$ cat src/rtl/uart_echo_fifo.sv
// UART echo path: oversampling receiver, English/Thai (ASCII / TIS-620) character
// filter, echo FIFO with sticky overflow, and a transmitter with hold-off control.
module uart_echo_fifo #(
  parameter int DATA_BITS  = 8,
  parameter int OVERSAMPLE = 16,
  parameter int FIFO_DEPTH = 16,
  parameter int FILTER_EN  = 1
) (
  input  logic                        baud,
  input  logic                        reset,
  input  logic                        RsRx,
  input  logic                        tx_hold,
  output logic                        RsTx,
  output logic [DATA_BITS-1:0]        data_out,
  output logic                        received,
  output logic                        frame_err,
  output logic                        is_thai,
  output logic                        overflow,
  output logic [$clog2(FIFO_DEPTH):0] fifo_count
);
  localparam int AW = $clog2(FIFO_DEPTH);
  localparam int CW = $clog2(OVERSAMPLE);
  localparam int BW = $clog2(DATA_BITS);
  localparam logic [CW-1:0] OS_LAST   = CW'(OVERSAMPLE - 1);
  localparam logic [CW-1:0] HALF_LAST = CW'(OVERSAMPLE / 2 - 1);
  localparam logic [CW-1:0] STOP_LAST = CW'(OVERSAMPLE - 2);
  localparam logic [BW-1:0] BIT_LAST  = BW'(DATA_BITS - 1);
  localparam logic [AW:0]   DEPTH_C   = (AW + 1)'(FIFO_DEPTH);

  typedef enum logic [2:0] {R_IDLE, R_START, R_DATA, R_STOP, R_WAIT} rx_state_e;
  typedef enum logic [1:0] {T_IDLE, T_START, T_DATA, T_STOP} tx_state_e;

  function automatic logic char_accept(input logic [DATA_BITS-1:0] b);
    logic [7:0] b8;
    b8 = 8'(b);
    if (FILTER_EN == 0 || DATA_BITS != 8) return 1'b1;
    return ((b8 >= 8'h20) && (b8 <= 8'h7E)) || (b8 >= 8'hA0);
  endfunction

  function automatic logic char_thai(input logic [DATA_BITS-1:0] b);
    logic [7:0] b8;
    b8 = 8'(b);
    return (DATA_BITS == 8) && (b8 >= 8'hA0);
  endfunction

  logic                 sync1_q, sync2_q, prev_q;
  rx_state_e            rx_state_q, rx_state_d;
  logic [CW-1:0]        rx_cnt_q, rx_cnt_d;
  logic [BW-1:0]        rx_bit_q, rx_bit_d;
  logic [DATA_BITS-1:0] rx_shift_q, rx_shift_d;
  logic                 rx_done, rx_ferr;

  tx_state_e            tx_state_q, tx_state_d;
  logic [CW-1:0]        tx_cnt_q, tx_cnt_d;
  logic [BW-1:0]        tx_bit_q, tx_bit_d;
  logic [DATA_BITS-1:0] tx_shift_q, tx_shift_d;
  logic                 tx_line_q, tx_line_d;
  logic                 tx_pop;

  logic [DATA_BITS-1:0] mem_q [FIFO_DEPTH];
  logic [AW-1:0]        wr_ptr_q, rd_ptr_q;
  logic [AW:0]          count_q, count_d;
  logic                 overflow_q;
  logic [DATA_BITS-1:0] data_out_q;
  logic                 received_q, frame_err_q, is_thai_q;
  logic                 accept, full, push, drop;

  assign accept = char_accept(rx_shift_q);
  assign full   = (count_q == DEPTH_C);
  assign push   = rx_done && accept && !full;
  assign drop   = rx_done && accept && full;

  always_comb begin
    rx_state_d = rx_state_q;
    rx_cnt_d   = rx_cnt_q;
    rx_bit_d   = rx_bit_q;
    rx_shift_d = rx_shift_q;
    rx_done    = 1'b0;
    rx_ferr    = 1'b0;
    case (rx_state_q)
      R_IDLE: begin
        if (prev_q && !sync2_q) begin
          rx_state_d = R_START;
          rx_cnt_d   = '0;
        end
      end
      R_START: begin
        if (rx_cnt_q == HALF_LAST) begin
          rx_cnt_d   = '0;
          rx_bit_d   = '0;
          rx_state_d = sync2_q ? R_IDLE : R_DATA;
        end else begin
          rx_cnt_d = rx_cnt_q + 1'b1;
        end
      end
      R_DATA: begin
        if (rx_cnt_q == OS_LAST) begin
          rx_cnt_d   = '0;
          rx_shift_d = {sync2_q, rx_shift_q[DATA_BITS-1:1]};
          if (rx_bit_q == BIT_LAST) rx_state_d = R_STOP;
          else                      rx_bit_d   = rx_bit_q + 1'b1;
        end else begin
          rx_cnt_d = rx_cnt_q + 1'b1;
        end
      end
      R_STOP: begin
        if (rx_cnt_q == OS_LAST) begin
          rx_cnt_d = '0;
          if (sync2_q) begin
            rx_done    = 1'b1;
            rx_state_d = R_IDLE;
          end else begin
            rx_ferr    = 1'b1;
            rx_state_d = R_WAIT;
          end
        end else begin
          rx_cnt_d = rx_cnt_q + 1'b1;
        end
      end
      R_WAIT: begin
        if (sync2_q) rx_state_d = R_IDLE;
      end
      default: rx_state_d = R_IDLE;
    endcase
  end

  // The stop bit ends one cycle early; the IDLE cycle supplies its last tick so
  // a queued byte can start on the very next edge with no extra idle.
  always_comb begin
    tx_state_d = tx_state_q;
    tx_cnt_d   = tx_cnt_q;
    tx_bit_d   = tx_bit_q;
    tx_shift_d = tx_shift_q;
    tx_line_d  = tx_line_q;
    tx_pop     = 1'b0;
    case (tx_state_q)
      T_IDLE: begin
        tx_line_d = 1'b1;
        if (count_q != '0 && !tx_hold) begin
          tx_pop     = 1'b1;
          tx_shift_d = mem_q[rd_ptr_q];
          tx_line_d  = 1'b0;
          tx_cnt_d   = '0;
          tx_state_d = T_START;
        end
      end
      T_START: begin
        if (tx_cnt_q == OS_LAST) begin
          tx_cnt_d   = '0;
          tx_bit_d   = '0;
          tx_line_d  = tx_shift_q[0];
          tx_shift_d = tx_shift_q >> 1;
          tx_state_d = T_DATA;
        end else begin
          tx_cnt_d = tx_cnt_q + 1'b1;
        end
      end
      T_DATA: begin
        if (tx_cnt_q == OS_LAST) begin
          tx_cnt_d = '0;
          if (tx_bit_q == BIT_LAST) begin
            tx_line_d  = 1'b1;
            tx_state_d = T_STOP;
          end else begin
            tx_line_d  = tx_shift_q[0];
            tx_shift_d = tx_shift_q >> 1;
            tx_bit_d   = tx_bit_q + 1'b1;
          end
        end else begin
          tx_cnt_d = tx_cnt_q + 1'b1;
        end
      end
      T_STOP: begin
        if (tx_cnt_q == STOP_LAST) begin
          tx_cnt_d   = '0;
          tx_state_d = T_IDLE;
        end else begin
          tx_cnt_d = tx_cnt_q + 1'b1;
        end
      end
      default: tx_state_d = T_IDLE;
    endcase
  end

  always_comb begin
    count_d = count_q;
    case ({push, tx_pop})
      2'b10:   count_d = count_q + 1'b1;
      2'b01:   count_d = count_q - 1'b1;
      default: count_d = count_q;
    endcase
  end

  always_ff @(posedge baud or posedge reset) begin
    if (reset) begin
      sync1_q     <= 1'b1;
      sync2_q     <= 1'b1;
      prev_q      <= 1'b1;
      rx_state_q  <= R_IDLE;
      rx_cnt_q    <= '0;
      rx_bit_q    <= '0;
      tx_state_q  <= T_IDLE;
      tx_cnt_q    <= '0;
      tx_bit_q    <= '0;
      tx_line_q   <= 1'b1;
      wr_ptr_q    <= '0;
      rd_ptr_q    <= '0;
      count_q     <= '0;
      overflow_q  <= 1'b0;
      data_out_q  <= '0;
      received_q  <= 1'b0;
      frame_err_q <= 1'b0;
      is_thai_q   <= 1'b0;
    end else begin
      sync1_q     <= RsRx;
      sync2_q     <= sync1_q;
      prev_q      <= sync2_q;
      rx_state_q  <= rx_state_d;
      rx_cnt_q    <= rx_cnt_d;
      rx_bit_q    <= rx_bit_d;
      tx_state_q  <= tx_state_d;
      tx_cnt_q    <= tx_cnt_d;
      tx_bit_q    <= tx_bit_d;
      tx_line_q   <= tx_line_d;
      count_q     <= count_d;
      received_q  <= rx_done;
      frame_err_q <= rx_ferr;
      if (push)   wr_ptr_q   <= wr_ptr_q + 1'b1;
      if (tx_pop) rd_ptr_q   <= rd_ptr_q + 1'b1;
      if (drop)   overflow_q <= 1'b1;
      if (rx_done) data_out_q <= rx_shift_q;
      if (rx_done && accept) is_thai_q <= char_thai(rx_shift_q);
    end
  end

  always_ff @(posedge baud) begin
    rx_shift_q <= rx_shift_d;
    tx_shift_q <= tx_shift_d;
    if (push) mem_q[wr_ptr_q] <= rx_shift_q;
  end

  assign RsTx       = tx_line_q;
  assign data_out   = data_out_q;
  assign received   = received_q;
  assign frame_err  = frame_err_q;
  assign is_thai    = is_thai_q;
  assign overflow   = overflow_q;
  assign fifo_count = count_q;

endmodule

$ cat config.mk
export PLATFORM = sky130hd
export DESIGN_NAME = uart_echo_fifo
export DESIGN_NICKNAME = d
export VERILOG_FILES = /design/src/rtl/uart_echo_fifo.sv
export SDC_FILE = /design/constraint.sdc
export NUM_CORES = 1
export LEC_CHECK = 0
export ABC_AREA = 1
export BUFFER_PORTS_ARGS = -buffer_cell sky130_fd_sc_hd__buf_2
export CORE_MARGIN = 2
export CORE_UTILIZATION = 39
export DETAILED_ROUTE_END_ITERATION = 10
export GPL_ROUTABILITY_DRIVEN = 1
export PLACE_DENSITY = 0.63
export SYNTH_ARGS = -nofsm -noshare
export SYNTH_HDL_FRONTEND = slang
export SYNTH_SLANG_ARGS = --single-unit
$ cat constraint.sdc
create_clock -name baud -period 6.7 [get_ports baud]
set_input_delay 0.335 -clock baud [delete_from_list [all_inputs] [get_ports baud]]
set_output_delay 0.335 -clock baud [all_outputs]
set_load 0.005 [all_outputs]
==> out/metrics.csv, run 1 <==
stage,metric,value,unit
run_status,status,"complete, no violations",
final_layout,multi_input_area,2540,µm²
critical_path,path_max_fanout,22,
synthesis,avgSynthCellArea,10.4,µm²
clock_network,htreeDepth,4,
synthesis,synth_top_area_share,51.3,%
final_layout,final_util,44.7,%
sta,worst_clock_skew,0.00885,ns
clock_network,postCtsSetupBuffers,0,
final_layout,fillers,1972,
synthesis,netlist_top_cells_area,"edfxtp_1 (51%), dfrtp_1 (13%), nand2_1 (13%)",
place,port_buffers,21,
critical_path,required,6.75,ns
pwr,swShare,36.5,%
synthesis,syn_area,8430,µm²
pwr,intPower,2.36,mW
sta,worst_pin_slew,1.14,ns
synthesis,synth_edf_count,144,
place,gp_congestion,0.798,
sta,rsz0062_at_grt,false,
final_layout,final_common_cell,nand2_1,
global_route,antenna_found_initial,0,
global_route,grt_pass1_wl,29800,µm
clock_network,cts.repair.resized,0,
final_layout,n_antenna_cell,0,
critical_path,worstSetupEndpointType,flop,
floorplan,fp.dieH,151,µm
floorplan,dieArea,22800,µm²
floorplan,die_x,151,µm
synthesis,synth-xor-area-share,1.14,%
pwr,totalPowerFinal,3.72,mW
final_layout,regArea,5530,µm²
pwr,powerDensity,395,nW/µm²
final_layout,drive_above_1_share,9.86,%
global_route,grt_max_degree,68,
synthesis,ys_seq_elements,192,
sta,min_period,2.95,ns
drt,vias,5619,
synthesis,synth-compound-area-share,2.63,%
drt,drcViolationCount,0,
sta,finalHoldViolCount,0,
floorplan,boundaryPins,22,
final_layout,final_area,9430,µm²
floorplan,core_area,21100,µm²
synthesis,yosysWarnings,0,
final_layout,finalNetCount,854,
drt,wire_per_inst,16.3,µm
pwr,p_switching,1.36,mW
clock_network,clk_latency,0.44,ns
synthesis,synth_fa_ha_area_share,3.12,%
floorplan,initial_core_util,40.0,%
flow_run,cap_viol_max_count,0,
clock_network,clock_sinks,192,
drt,ant_nets,0,
pwr,p_leak,3.88,nW
floorplan,rows,53,
pwr,pwr-share-seq,39.9,%
synthesis,synthMuxAreaShare,0.119,%
global_route,gr-usage-all-layers,17.3,%
sta,fin_hold_ws,0.0647,ns
drt,avgViaCountPerCell,5.03,
sta,finalCritPeriodShare,44.0,%
global_route,grt_pass1_vias,5426,
synthesis,synthSimpleGateAreaFrac,23.1,%
place,dp_cells,1084,
pwr,power.clock.fraction,28.0,%
drt,routed_wl,18200,µm
clock_network,cts_root_buffer,clkbuf_16,
drt,drtPass1Iterations,5,
clock_network,clkTransAtPathRegs,0.07,ns
synthesis,yosys.area.top_type,edfxtp_1,
critical_path,startpoint_type,flop,
drt,drtIter0Drc,493,
place,dp_slack,3.74,ns
synthesis,ys.flop_type,edfxtp_1,
min_path,hp-class,in -> async,
synthesis,synth.distinct_cells,36,
clock_network,cts.path.max_buffers,2,
final_layout,stdcell_count,1117,
clock_network,cts_tree,done,
sta,setup_violations,0,
synthesis,synth_fp_nets,833,
pwr,combinationalPowerShare,32.0,%
place,dpl.hpwl,11100,µm
sta,slew_headroom,23.3,%
sta,slew_violations,0,
place,postPlaceCellArea,8810,µm²
sta,clock.fmax,339,MHz
sta,timing.final.ws_setup,3.75,ns
synthesis,synth_top_family_by_area,simple AND/OR/NAND/NOR gates,
sta,setup-tns-final,0,ns
synthesis,synth-async-reset-ratio,25.0,%
final_layout,syn2layout_area_growth,11.9,%
global_route,grt_overflow,0,
synthesis,ys_seq_area_share,65.6,%
synthesis,synth_cells,808,
critical_path,worst-setup-path-type,reg -> reg,
pwr,ir_worst_vdd,0.000203,V
critical_path,worstPathArrival,3.00,ns
clock_network,cts_buffers,17,
final_layout,layout_common_cells,"nand2_1 (284), edfxtp_1 (144), nand3_1 (116), inv_1 (46), dfrtp_1 (43)",
worst max-delay path, cell delays in order (launching register included):
cell	delay (ns)
edfxtp_1	0.83
inv_1	0.15
nand2_1	0.13
nand2_1	0.07
nand2_1	0.17
nand3_4	0.25
nor3_1	0.95
state kept, by name, indices dropped and copies added (netlist names):
name	flops
wr_ptr_q	4
fifo_count	5
tx_cnt_q	4
rd_ptr_q	4
is_thai	1
frame_err	1
sync2_q	1
mem_q	128
tx_shift_q	8
RsTx	1
sync1_q	1
prev_q	1
rx_bit_q	3
received	1
rx_shift_q	8
tx_state_q	2
rx_cnt_q	4
rx_state_q	3
overflow	1
tx_bit_q	3
data_out	8
cell type report:
type	instances	share of cell area (%)
clock inverter	15	1.96
sequential	192	58.7
clock buffer	17	4.51
inverter	54	2.20
multi-input combinational	532	27.0
timing repair buffer	32	2.02
tap	275	3.65
metal layers:
layer / track usage, % / vias to the layer above / wire length, µm
met2: 27.0 / 144 / 8530
met3: 3.55 / 27 / 826
met1: 24.1 / 2686 / 8460
li1: - / 2762 / -
met4: 6.26 / 0 / 374
met5: 0 / - / 0
cell families after synthesis:
logic type / after synthesis
buffers and inverters: 84
flip-flops: 192
AND/OR/NAND/NOR: 458
multiplexers: 1
XOR/XNOR: 11
adder cells (fa/ha/maj): 21
AO/OA/AOI/OAI: 41
path summary, 6_finish.rpt:
| check | from | endpoint | slack [ns] | cells past startpoint |
|---|---|---|---|---|
| setup / recovery | rx_shift_q[5] | mem_q[4][5] | 3.75 | 6 |
| hold / removal | reset | fifo_count[0] | 0.06 | 3 |
| setup reg to reg | rx_shift_q[5] | mem_q[4][5] | 3.75 | 6 |
| hold reg to reg | sync1_q | sync2_q | 0.35 | 0 |
| max in group asynchronous | reset | rd_ptr_q[0] | 6.19 | 3 |
| min in group baud | tx_hold | RsTx | 0.30 | 5 |
repair_timing:
| action | in CTS | in global routing |
|---|---|---|
| endpoints found under the hold margin | 1 | 0 |
| endpoints found under the setup margin | 0 | 0 |
| hold buffers | 1 | 0 |
cells in the mapped netlist (2+ instances only):
cell type and instances:
or2_2 2, xor2_1 9, nand2_1 284, nor2_1 28
nand4_1 2, dfrtp_1 44, buf_2 18, nand3_4 2
inv_2 2, nand3_1 116, buf_6 2, inv_1 48
nor2_2 2, o21ai_0 24, xnor2_1 2, clkbuf_1 10
dfstp_2 4, nor3_1 18, clkinv_1 3, a21oi_1 9
edfxtp_1 144, ha_1 21
power by group through the flow:
stage / registers [mW] / logic [mW] / clock network, mW
2_1_floorplan: 1.47 / 0.911 / 0
3_3_place_gp: 1.51 / 1.18 / 0
3_5_place_dp: 1.51 / 1.19 / 0
6_report: 1.49 / 1.19 / 1.04
5_1_grt: 1.50 / 1.37 / 1.11
4_1_cts: 1.49 / 1.19 / 1.06
Note: power is estimated with default switching activity, not from simulation.
==> run 2, diff against run 1 <==
- clock period: 6.7 -> 2.8 ns (I/O delays scaled with it)
==> out/metrics.csv, run 2 (synthesized netlist as in run 1, its figures left out) <==
stage,metric,value,unit,change
min_path,hp-class,in -> reg,,
min_path,hold_end,RsTx,,
global_route,antenna_found_initial,0,,unchanged
clock_network,clkTransAtPathRegs,0.07,ns,about the same
min_path,whs_path_depth,5,,
sta,slew_violations,0,,unchanged
clock_network,cts.repair.resized,0,,unchanged
drt,ant_nets,0,,unchanged
clock_network,cts_buffers,17,,unchanged
pwr,totalPowerFinal,8.78,mW,+140%
sta,slew_headroom,43.1,%,+20 points
run_status,status,"complete, no violations",,
sta,finalHoldViolCount,0,,unchanged
floorplan,die_x,151,µm,unchanged
clock_network,cts.path.max_buffers,2,,unchanged
place,port_buffers,21,,unchanged
final_layout,largest-register,mem_q,,
flow_run,cap_viol_max_count,0,,unchanged
pwr,p_leak,4.00,nW,+3.0%
critical_path,worstSetupEndpointType,flop,,
drt,wire_per_inst,15.4,µm,-5.2%
final_layout,final_common_cell,nand2_1,,
floorplan,boundaryPins,22,,unchanged
critical_path,r2r-start,rx_cnt_q[0],,
clock_network,clock_sinks,192,,unchanged
floorplan,fp.dieH,151,µm,unchanged
floorplan,initial_core_util,40.0,%,unchanged
global_route,grt_overflow,0,,unchanged
final_layout,layout_common_cells,"nand2_1 (284), edfxtp_1 (144), nand3_1 (116), inv_1 (46), dfrtp_1 (43)",,
sta,setup-tns-final,0,ns,unchanged
critical_path,worstPathArrival,2.76,ns,-0.24 ns
global_route,grt_max_degree,67,,-1.5%
critical_path,worst-setup-path-type,reg -> reg,,
sta,min_period,2.43,ns,-0.522 ns
drt,drtPass1Iterations,5,,unchanged
place,dpl.hpwl,11500,µm,+3.7%
sta,finalCritPeriodShare,86.6,%,+43 points
critical_path,worstRegToRegCells,17,,+11
drt,drtIter0Drc,542,,+9.9%
critical_path,r2r_setup_slack,0.37,ns,-3.38 ns
final_layout,final_util,45.5,%,+0.81 points
global_route,gr-usage-all-layers,16.7,%,-0.62 points
global_route,grt_pass1_wl,28800,µm,-3.5%
final_layout,drive_above_1_share,12.4,%,+2.6 points
floorplan,core_area,21100,µm²,unchanged
critical_path,required,3.13,ns,-3.62 ns
critical_path,startpoint_type,flop,,
final_layout,fillers,1976,,+0.20%
critical_path,regToRegEndpoint,fifo_count[4],,
clock_network,htreeDepth,4,,unchanged
sta,setup_violations,0,,unchanged
final_layout,finalNetCount,881,,+3.2%
sta,clock.fmax,412,MHz,+22%
clock_network,clk_latency,0.44,ns,about the same
drt,routed_wl,17700,µm,-2.9%
floorplan,rows,53,,unchanged
sta,worst_clock_skew,0.0100,ns,+0.00120 ns
sta,rsz0062_at_grt,false,,
drt,vias,5693,,+1.3%
final_layout,syn2layout_area_growth,13.9,%,
min_path,hold_start,tx_hold,,
place,postPlaceCellArea,9020,µm²,+2.4%
drt,avgViaCountPerCell,4.98,,-1.1%
drt,drcViolationCount,0,,unchanged
floorplan,dieArea,22800,µm²,unchanged
global_route,grt_pass1_vias,5512,,+1.6%
final_layout,final_area,9600,µm²,+1.8%
pwr,ir_worst_vdd,0.000459,V,+130%
clock_network,cts_tree,done,,
place,gp_congestion,0.882,,+11%
sta,worst_pin_slew,0.852,ns,-0.290 ns
critical_path,path_max_fanout,13,,-41%
final_layout,n_antenna_cell,0,,unchanged
final_layout,largest_register_ffs,128,,unchanged
clock_network,cts_root_buffer,clkbuf_16,,
pwr,powerDensity,915,nW/µm²,+130%
## run 2: cell count changes in the layout (fill, tap and decap cells not counted), sizes merged
cell	delta
buf	+26
bufinv	-3
clkinv	+1
dlygate4sd3	+1
inv	+2
## run 2: metrics by stage
stage	worst slack [ns]	hold slack, ns	instances
2_1_floorplan	0.349	0.144	808
3_5_place_dp	0.394	0.247	1110
5_1_grt	0.133	0.139	1144
3_3_place_gp	0.446	0.247	1110
6_report	0.374	0.126	1144
4_1_cts	0.376	0.104	1144
## run 2: worst max path at each step
stage                    endpoint  cells past startpoint  slack [ns]           from
finish              fifo_count[4]                     17        0.37    rx_cnt_q[0]
CTS                 fifo_count[4]                     17        0.38    rx_cnt_q[0]
detailed placement  fifo_count[4]                     17        0.39    rx_cnt_q[0]
global placement    fifo_count[4]                     17        0.45    rx_cnt_q[0]
global route        fifo_count[4]                     16        0.13    rx_cnt_q[0]
floorplan           tx_shift_q[0]                      6        0.35  tx_state_q[0]
## run 2: area by class of cell
cell class	count	area (µm²)	area share, %
clock inverters	15	130	1.36
well taps	275	344	3.58
inverters	54	208	2.16
flip-flops and latches	192	5530	57.6
clock buffers	17	425	4.43
multi-input cells	532	2540	26.5
repair buffers	59	420	4.38
## run 2: layer usage
layer / vias up / part of all wire, % / global-route usage (%)
met4: 0 / 2.4 / 6.54
met5: - / 0 / 0
met2: 133 / 47 / 26.8
met1: 2708 / 46 / 22.3
met3: 31 / 4.8 / 3.55
li1: 2821 / - / -
## run 2: power by group
part | switching (mW) | internal (mW) | leakage (nW)
clock network | 1.11 | 1.16 | 0.269
logic | 2.01 | 0.978 | 1.81
registers | 0.188 | 3.33 | 1.93
## run 2: worst max-delay path, stage by stage (launching register included)
cell	delay, ns
dfrtp_1	0.38
ha_1	0.18
nand2_1	0.10
nor2_4	0.15
nand3_4	0.18
inv_6	0.13
nand3_4	0.08
ha_1	0.26
xor2_1	0.18
ha_1	0.19
inv_1	0.05
nand2_1	0.08
nand3_1	0.10
nand2_1	0.05
nand2_1	0.05
nand2_1	0.04
nand2_1	0.05
nand2_1	0.04
## run 2: what timing repair did
action | in CTS | in global routing
setup endpoints to repair | 0 | 0
buffers inserted | 0 | 0
hold buffers | 2 | 0
endpoints found under the hold margin | 34 | 0
